--- src/rtl/fixed_acc_seq_pkg.sv ---
`default_nettype none
// ============================================================================
// Module   : fixed_acc_seq_pkg
// Brief    : Shared sign-magnitude constants, FSM encoding and -0 helper.
// Revision : 1.0
// ============================================================================
package fixed_acc_seq_pkg;

    localparam int c_SM_W     = 18;
    localparam int c_SIGN_BIT = 17;
    localparam int c_MAG_W    = 17;
    localparam logic [c_MAG_W-1:0] c_MAG_MAX = 17'h1FFFF;

    typedef enum logic [1:0] {
        IDLE = 2'd0,
        ACC  = 2'd1,
        DONE = 2'd2
    } state_t;

    // A zero magnitude is always reported as +0.
    function automatic logic [c_SM_W-1:0] sm_norm(input logic [c_SM_W-1:0] v);
        sm_norm = (v[c_MAG_W-1:0] == '0) ? '0 : v;
    endfunction

endpackage
`default_nettype wire

--- src/rtl/fixed_acc_seq_adder.sv ---
`default_nettype none
// ============================================================================
// Module   : fixed_acc_seq_adder
// Brief    : Combinational 18-bit sign-magnitude adder (magnitude wraps).
// Revision : 1.0
// ============================================================================
module fixed_acc_seq_adder
    import fixed_acc_seq_pkg::*;
(
    input  logic [c_SM_W-1:0] a,
    input  logic [c_SM_W-1:0] b,
    output logic [c_SM_W-1:0] sum
);

    logic               w_a_sign;
    logic               w_b_sign;
    logic [c_MAG_W-1:0] w_a_mag;
    logic [c_MAG_W-1:0] w_b_mag;
    logic [c_MAG_W-1:0] w_mag;
    logic               w_sign;

    assign w_a_sign = a[c_SIGN_BIT];
    assign w_b_sign = b[c_SIGN_BIT];
    assign w_a_mag  = a[c_MAG_W-1:0];
    assign w_b_mag  = b[c_MAG_W-1:0];

    always_comb begin
        w_mag  = '0;
        w_sign = 1'b0;
        if (w_a_sign == w_b_sign) begin
            w_mag  = w_a_mag + w_b_mag;
            w_sign = w_a_sign;
        end else if (w_a_mag >= w_b_mag) begin
            w_mag  = w_a_mag - w_b_mag;
            w_sign = w_a_sign;
        end else begin
            w_mag  = w_b_mag - w_a_mag;
            w_sign = w_b_sign;
        end
    end

    assign sum = {w_sign, w_mag};

endmodule
`default_nettype wire

--- src/rtl/fixed_acc_seq.sv ---
`default_nettype none
// ============================================================================
// Module   : fixed_acc_seq
// Brief    : Bias-seeded LEN-beat sign-magnitude accumulator around one adder.
// Revision : 1.0
// ============================================================================
module fixed_acc_seq
    import fixed_acc_seq_pkg::*;
#(
    parameter int LEN   = 25,
    parameter int CNT_W = 5
) (
    input  logic              clk,
    input  logic              rst_n,
    input  logic              start,
    input  logic [c_SM_W-1:0] bias,
    input  logic              in_valid,
    output logic              in_ready,
    input  logic [c_SM_W-1:0] in_data,
    output logic              out_valid,
    input  logic              out_ready,
    output logic [c_SM_W-1:0] out_data,
    output logic              out_ovf,
    output logic              busy
);

    state_t             r_state;
    state_t             w_state_nxt;
    logic [c_SM_W-1:0]  r_acc;
    logic [CNT_W-1:0]   r_cnt;
    logic               r_ovf;

    logic               w_beat;
    logic               w_last;
    logic               w_same;
    logic [c_MAG_W:0]   w_mag_sum;
    logic               w_carry;
    logic [c_SM_W-1:0]  w_add_sum;
    logic [c_SM_W-1:0]  w_acc_nxt;

    fixed_acc_seq_adder u_adder (
        .a   (r_acc),
        .b   (in_data),
        .sum (w_add_sum)
    );

    assign w_beat = in_valid & in_ready;
    assign w_last = (r_cnt == CNT_W'(LEN - 1));

    // Overflow is detected beside the adder so its wrapped sum can be replaced.
    assign w_same    = (r_acc[c_SIGN_BIT] == in_data[c_SIGN_BIT]);
    assign w_mag_sum = {1'b0, r_acc[c_MAG_W-1:0]} + {1'b0, in_data[c_MAG_W-1:0]};
    assign w_carry   = w_same && (w_mag_sum > {1'b0, c_MAG_MAX});
    assign w_acc_nxt = w_carry ? {r_acc[c_SIGN_BIT], c_MAG_MAX} : sm_norm(w_add_sum);

    always_ff @(posedge clk) begin
        if (!rst_n) begin
            r_state <= IDLE;
        end else begin
            r_state <= w_state_nxt;
        end
    end

    always_comb begin
        w_state_nxt = r_state;
        case (r_state)
            IDLE:    if (start)           w_state_nxt = ACC;
            ACC:     if (w_beat && w_last) w_state_nxt = DONE;
            DONE:    if (out_ready)       w_state_nxt = IDLE;
            default:                      w_state_nxt = IDLE;
        endcase
    end

    always_ff @(posedge clk) begin
        if (!rst_n) begin
            r_acc <= '0;
            r_cnt <= '0;
            r_ovf <= 1'b0;
        end else if (r_state == IDLE && start) begin
            r_acc <= sm_norm(bias);
            r_cnt <= '0;
            r_ovf <= 1'b0;
        end else if (w_beat) begin
            r_acc <= w_acc_nxt;
            r_cnt <= r_cnt + 1'b1;
            if (w_carry) begin
                r_ovf <= 1'b1;
            end
        end
    end

    assign in_ready  = (r_state == ACC);
    assign busy      = (r_state == ACC) || (r_state == DONE);
    assign out_valid = (r_state == DONE);
    assign out_data  = out_valid ? sm_norm(r_acc) : '0;
    assign out_ovf   = out_valid & r_ovf;

endmodule
`default_nettype wire

--- config.mk ---
export PLATFORM = sky130hd
export DESIGN_NAME = fixed_acc_seq
export DESIGN_NICKNAME = d
export VERILOG_FILES = /design/src/rtl/fixed_acc_seq_pkg.sv /design/src/rtl/fixed_acc_seq_adder.sv /design/src/rtl/fixed_acc_seq.sv
export SDC_FILE = /design/constraint.sdc
export NUM_CORES = 1
export LEC_CHECK = 0
export CAP_MARGIN = 10
export CELL_PAD_IN_SITES_DETAIL_PLACEMENT = 1
export CELL_PAD_IN_SITES_GLOBAL_PLACEMENT = 1
export CORE_MARGIN = 4
export CORE_UTILIZATION = 43
export DETAILED_ROUTE_END_ITERATION = 8
export GPL_ROUTABILITY_DRIVEN = 0
export PLACE_DENSITY = 0.92
export RECOVER_POWER = 50
export SETUP_SLACK_MARGIN = 0.5
export SYNTH_ARGS = -nofsm -noshare
export SYNTH_HDL_FRONTEND = slang
export SYNTH_SLANG_ARGS = --single-unit
--- constraint.sdc ---
create_clock -name clk -period 6.05 [get_ports clk]
set_clock_uncertainty 0.2 [all_clocks]
set_input_delay 1.21 -clock clk [delete_from_list [all_inputs] [get_ports clk]]
set_output_delay 1.21 -clock clk [all_outputs]
set_load 0.005 [all_outputs]
Word level (Yosys, flattened, before mapping)
Cells that the tools add are included.

operators by class
  muxes and demuxes = 15
  add/sub/neg operators = 5
  magnitude comparators = 2
  bitwise operators = 3
  equality and inequality tests = 10
  reductions and logical operators = 13

operator list
  cell                    number
  $mux W18                7
  $logic_not A17 Y1       3
  $mux W17                2
  $sub A17 B17 Y17        2
  $add A17 B17 Y18        1
  $gt A18 B17 Y1 const B  1
  $add A17 B17 Y17        1
  $ge A17 B17 Y1          1
  $mux W2                 3
  $ne A2 B1 Y1 const B    3
  $pmux W2 S3             1
  $add A5 B1 Y5 const B   1
  $eq A5 B5 Y1 const B    1
  $reduce_and A4 Y1       1
  $logic_and A1 B1 Y1     3
  $ne A3 B1 Y1 const B    1
  $ne A3 B3 Y1 const B    1
  $reduce_and A3 Y1       1
  $and A1 B1 Y1           2
  $eq A2 B1 Y1 const B    1
  $eq A2 B2 Y1 const B    1
  $logic_not A2 Y1        1
  $mux W1                 2
  $ne A2 B2 Y1 const B    1
  other kinds (6)         6

word-level totals
  flip-flop bits (word level) = 26
  input port bits = 41
  output and inout port bits = 22
  word-level logic and storage cells = 53

Depth between registers and ports, before layout
  depth after elaboration = 8
  gate-level depth with buffers = 17
  mapped depth without buffers = 15

Modules after synthesis
From an unflattened synthesis, not the netlist that was laid out.

second synthesis, totals
  cell total of the unflattened synthesis = 559
  area total of the unflattened synthesis = 4197.8 um^2

modules (own cells, without submodules)
  module               sequential area each (um^2)  cells an instance  area each (um^2)  times used
  fixed_acc_seq_adder  0.0                          337                2376.0            1
  fixed_acc_seq        520.5                        222                1821.7            1

Worst setup path after synthesis
Ideal clock, no wire load.

  path type = input to register
  start = input port in_data[4]
  end = register r_acc[17]
  stages = 15
  setup time = 61 ps
  setup slack = 1752 ps
  arrival time = 4037 ps
  buffers on the path = 1
  path through = inv_1 ha_1 buf_6 a21o_1 or3_4 o221ai_4 a211oi_1 a211o_1 o211ai_2 a211oi_1 nor4_1 nand4_1 nor4b_2 mux2i_1 and4b_1

on the way
  word-level cells in the longest chain between the ends = 8

ends and longest elaborated chain
  item                                                                      RTL line             RTL
  start, declared                                                           fixed_acc_seq.sv:19  input logic [c_SM_W-1:0] in_data,
  parallel branches: the longest is 8 deep, another holds $add A17 B17 Y18  --
  end signal, assigned                                                      fixed_acc_seq.sv:80  r_acc <= sm_norm(bias);
  end signal, assigned                                                      fixed_acc_seq.sv:84  r_acc <= w_acc_nxt;
  end, declared                                                             fixed_acc_seq.sv:29  logic [c_SM_W-1:0] r_acc;

Several ways; the timed one is not identified. The select of a mux whose other input is x is not followed.
A chain may end at the register's enable or synchronous reset.

Worst setup path in the final report
  start = input port in_data[8]
  end = register r_acc[17]

The elaborated chain is that of the path after synthesis.

==> results.md <==
* Status: complete, no violations
* Fin Setup TNS at 0 ns
* Min Hold Slack at 0.323 ns
* Routed wire length at 15.8 mm
* Skew-Pair Late Insertion Delay at 0.27 ns
* Relative slew slack at 46.4%
* Top Ports at 63
* DIE AREA at 11,500 um2
* Final setup fails at 0
* CTS Sinks at 26
* FILL cells at 1,236
* FF-to-FF setup slack at 1.73 ns
* Clock Power Share at 5.7%
* Num rows at 35
* CTS max path bufs at 2
* CTS Hold Bufs at 0
* DR iter-0 viols at 295
* Post-Synthesis Cells at 606
* Inst Count DP at 771
* Mean Syn Cell Area at 6.97 um2
* Register share of total power at 16.2%
* RR Endpoint: r_acc[17]$_SDFFE_PN0P_
* Synthesized flop and latch total at 26
* Antenna fix cells at 0
* Crit start category: input pin
* Root Buffer: clkbuf_8
* Cell Pwr Density at 395 nW/um2
* Power Internal at 844 uW
* Area growth, synth to finish at 18.2%
* Logic pwr share at 78.1%
* Antenna Nets Post-Route at 0
* Final hold vios at 0
* Max Cap Viol at 0
* Worst hold start: r_cnt[1]$_SDFFE_PP0P_
* CTS H-Tree Depth at 1
* Vias at 4,869
* Synth async-reset ratio at 0%
* Commonest non-fill, non-tap cell in the layout: nor2_1
* Count of unique library cells instantiated by Yosys at 71
* Number of warning messages in the yosys log at 0
* Measured slew at the worst slew-check pin at 0.801 ns
* Initial core utilization at 44.9%
* Fin. max-slew vios at 0
* Overflow after GRT at 0
* R2R depth at 13
* Critical path class: in2reg
* Largest net degree at the start of global routing at 35
* Initial antenna violation count at 0
* CP max FO at 15
* Netlist Area Pre-Place at 4220 um2
* Cts bufs inserted at 3
* Vias in the first global route at 5,081
* EDFF count, synth at 0
* Ys flop type: dfxtp_1
* First-pass GRT wire length at 25.4 mm
* Vias per std cell at 6.27
* Min Tclk post-route at 5.32 ns
* Gr usage total at 27.1%
* Fin cells at 776
* Drt first pass iters at 6
* Wire length per cell at 20.4 um
* Chip width at 107 um
* Clock transition at the registers of the reported paths at 0.09 ns
* RR Startpoint: r_acc[9]$_SDFFE_PN0N_
* Hold Path End: r_cnt[1]$_SDFFE_PP0P_
* Maximum clock rate at 0.188 GHz
* Psw at 1.13 mW
* Period Utilization, post-route at 87.9%
* Leak pwr at 2.11 nW
* Core region area at 9420 um2
* Most frequent cells in the layout: 69 x nor2_1, 56 x a21oi_1, 55 x ha_1
* Syn nets at 706
* CP required at 6.07 ns
* WHS Path Cells at 2
* Share of cells above drive strength 1 at 4.79%
* Final Util at 53.0%
* DRC Markers at 0
* CTS tree: built
* Sequential fraction of the synthesis area at 12.3%
* Net Sw Frac at 57.2%
* Critical Path AT at 5.33 ns
* Nets at 748
* RSZ-0062 raised after global routing: false
* Die height at 107 um
* Peak VDD IR at 0.188 mV
* # port buffers at 62
* Worst hold-check path type: reg2reg
* Post-DP HPWL at 12.4 mm
* Critical Path Sink Type: flop
power by group through the flow:
stage | clock (mW) | combinational (mW) | sequential [mW]
after CTS | 0.113 | 1.50 | 0.317
final | 0.112 | 1.54 | 0.319
after global placement | 0 | 1.43 | 0.317
after detailed placement | 0 | 1.49 | 0.321
after global routing | 0.120 | 1.66 | 0.328
after floorplan | 0 | 1.06 | 0.274
worst max-delay path by stage:
| stage | to | startpoint |
|---|---|---|
| 5_1_grt | r_acc[17]$_SDFFE_PN0P_ | in_data[8] |
| 2_1_floorplan | r_acc[17]$_SDFFE_PN0P_ | in_data[4] |
| 3_3_place_gp | r_acc[17]$_SDFFE_PN0P_ | in_data[12] |
| 4_1_cts | r_acc[17]$_SDFFE_PN0P_ | in_data[12] |
| 3_5_place_dp | r_acc[17]$_SDFFE_PN0P_ | in_data[12] |
| 6_report | r_acc[17]$_SDFFE_PN0P_ | in_data[8] |
cell usage after synthesis, types with 7 or more instances:
master    number  share of area, %
dfxtp_1       26                12
inv_1         54               4.8
and2_1        25               3.7
buf_2          8              0.95
nor4_1        15               2.2
nand2b_1       9               1.3
a21oi_1       56               6.6
a211oi_1       9               1.6
nand2_1       41               3.6
nand3_1       11               1.3
nor2_1        69               6.1
nand4_1       14               2.1
ha_1          56                17
a21o_1        14               2.5
nor3_1        17               2.0
clkbuf_1      22               2.0
nor2b_1        7               1.0
xnor2_1        9               1.9
o21ai_0       35               4.1
through the flow:
stage               instance area (um2)  setup slack (ns)  power [mW]
floorplan                          4220              1.75        1.34
global placement                   4920             0.713        1.74
detailed placement                 4920             0.408        1.81
CTS                                4980             0.688        1.93
global route                       4990             0.545        2.11
finish                             4990             0.734        1.97
cell type report:
type | instances | area (um2) | area share, %
clock buffer | 4 | 55.1 | 1.10
inverter | 54 | 203 | 4.06
tap | 129 | 161 | 3.23
multi-input combinational | 494 | 3380 | 67.7
timing repair buffer | 69 | 673 | 13.5
sequential | 26 | 520 | 10.4
kinds of logic after synthesis:
group	after synthesis	share of synthesized area, %
simple gates	229	27.4
flops	26	12.3
compound gates	188	30.4
fa+ha+maj	59	18.0
buf+inv	86	8.06
mux	5	1.18
xor+xnor	13	2.70
metal layers:
metal,GRT usage [%],part of all wire (%)
met5,0,0
met4,9.04,2.6
met3,2.59,7.2
met2,47.8,49
met1,34.2,41
sequential cells by signal, summed over array words and instances (netlist names):
register and flops:
r_ovf 1, r_state 2, r_cnt 5, r_acc 18
repair_timing:
item                                    CTS  global route
resized for setup                         0             3
setup buffers                             0             1
endpoints found under the setup margin    0             1
critical path, stage by stage:
cell and delay [ns]:
clkdlybuf4s50_1 0.52, inv_1 0.06, ha_1 0.49, a21oi_1 0.33, o21ai_0 0.25, o2111ai_2 0.37, nand2_4 0.21, a211oi_1 0.34
o21ai_0 0.19, a2111oi_2 0.41, nand4_1 0.18, nor4b_2 0.35, mux2i_1 0.22, and4b_1 0.19
Power figures use the tool's default switching activity.
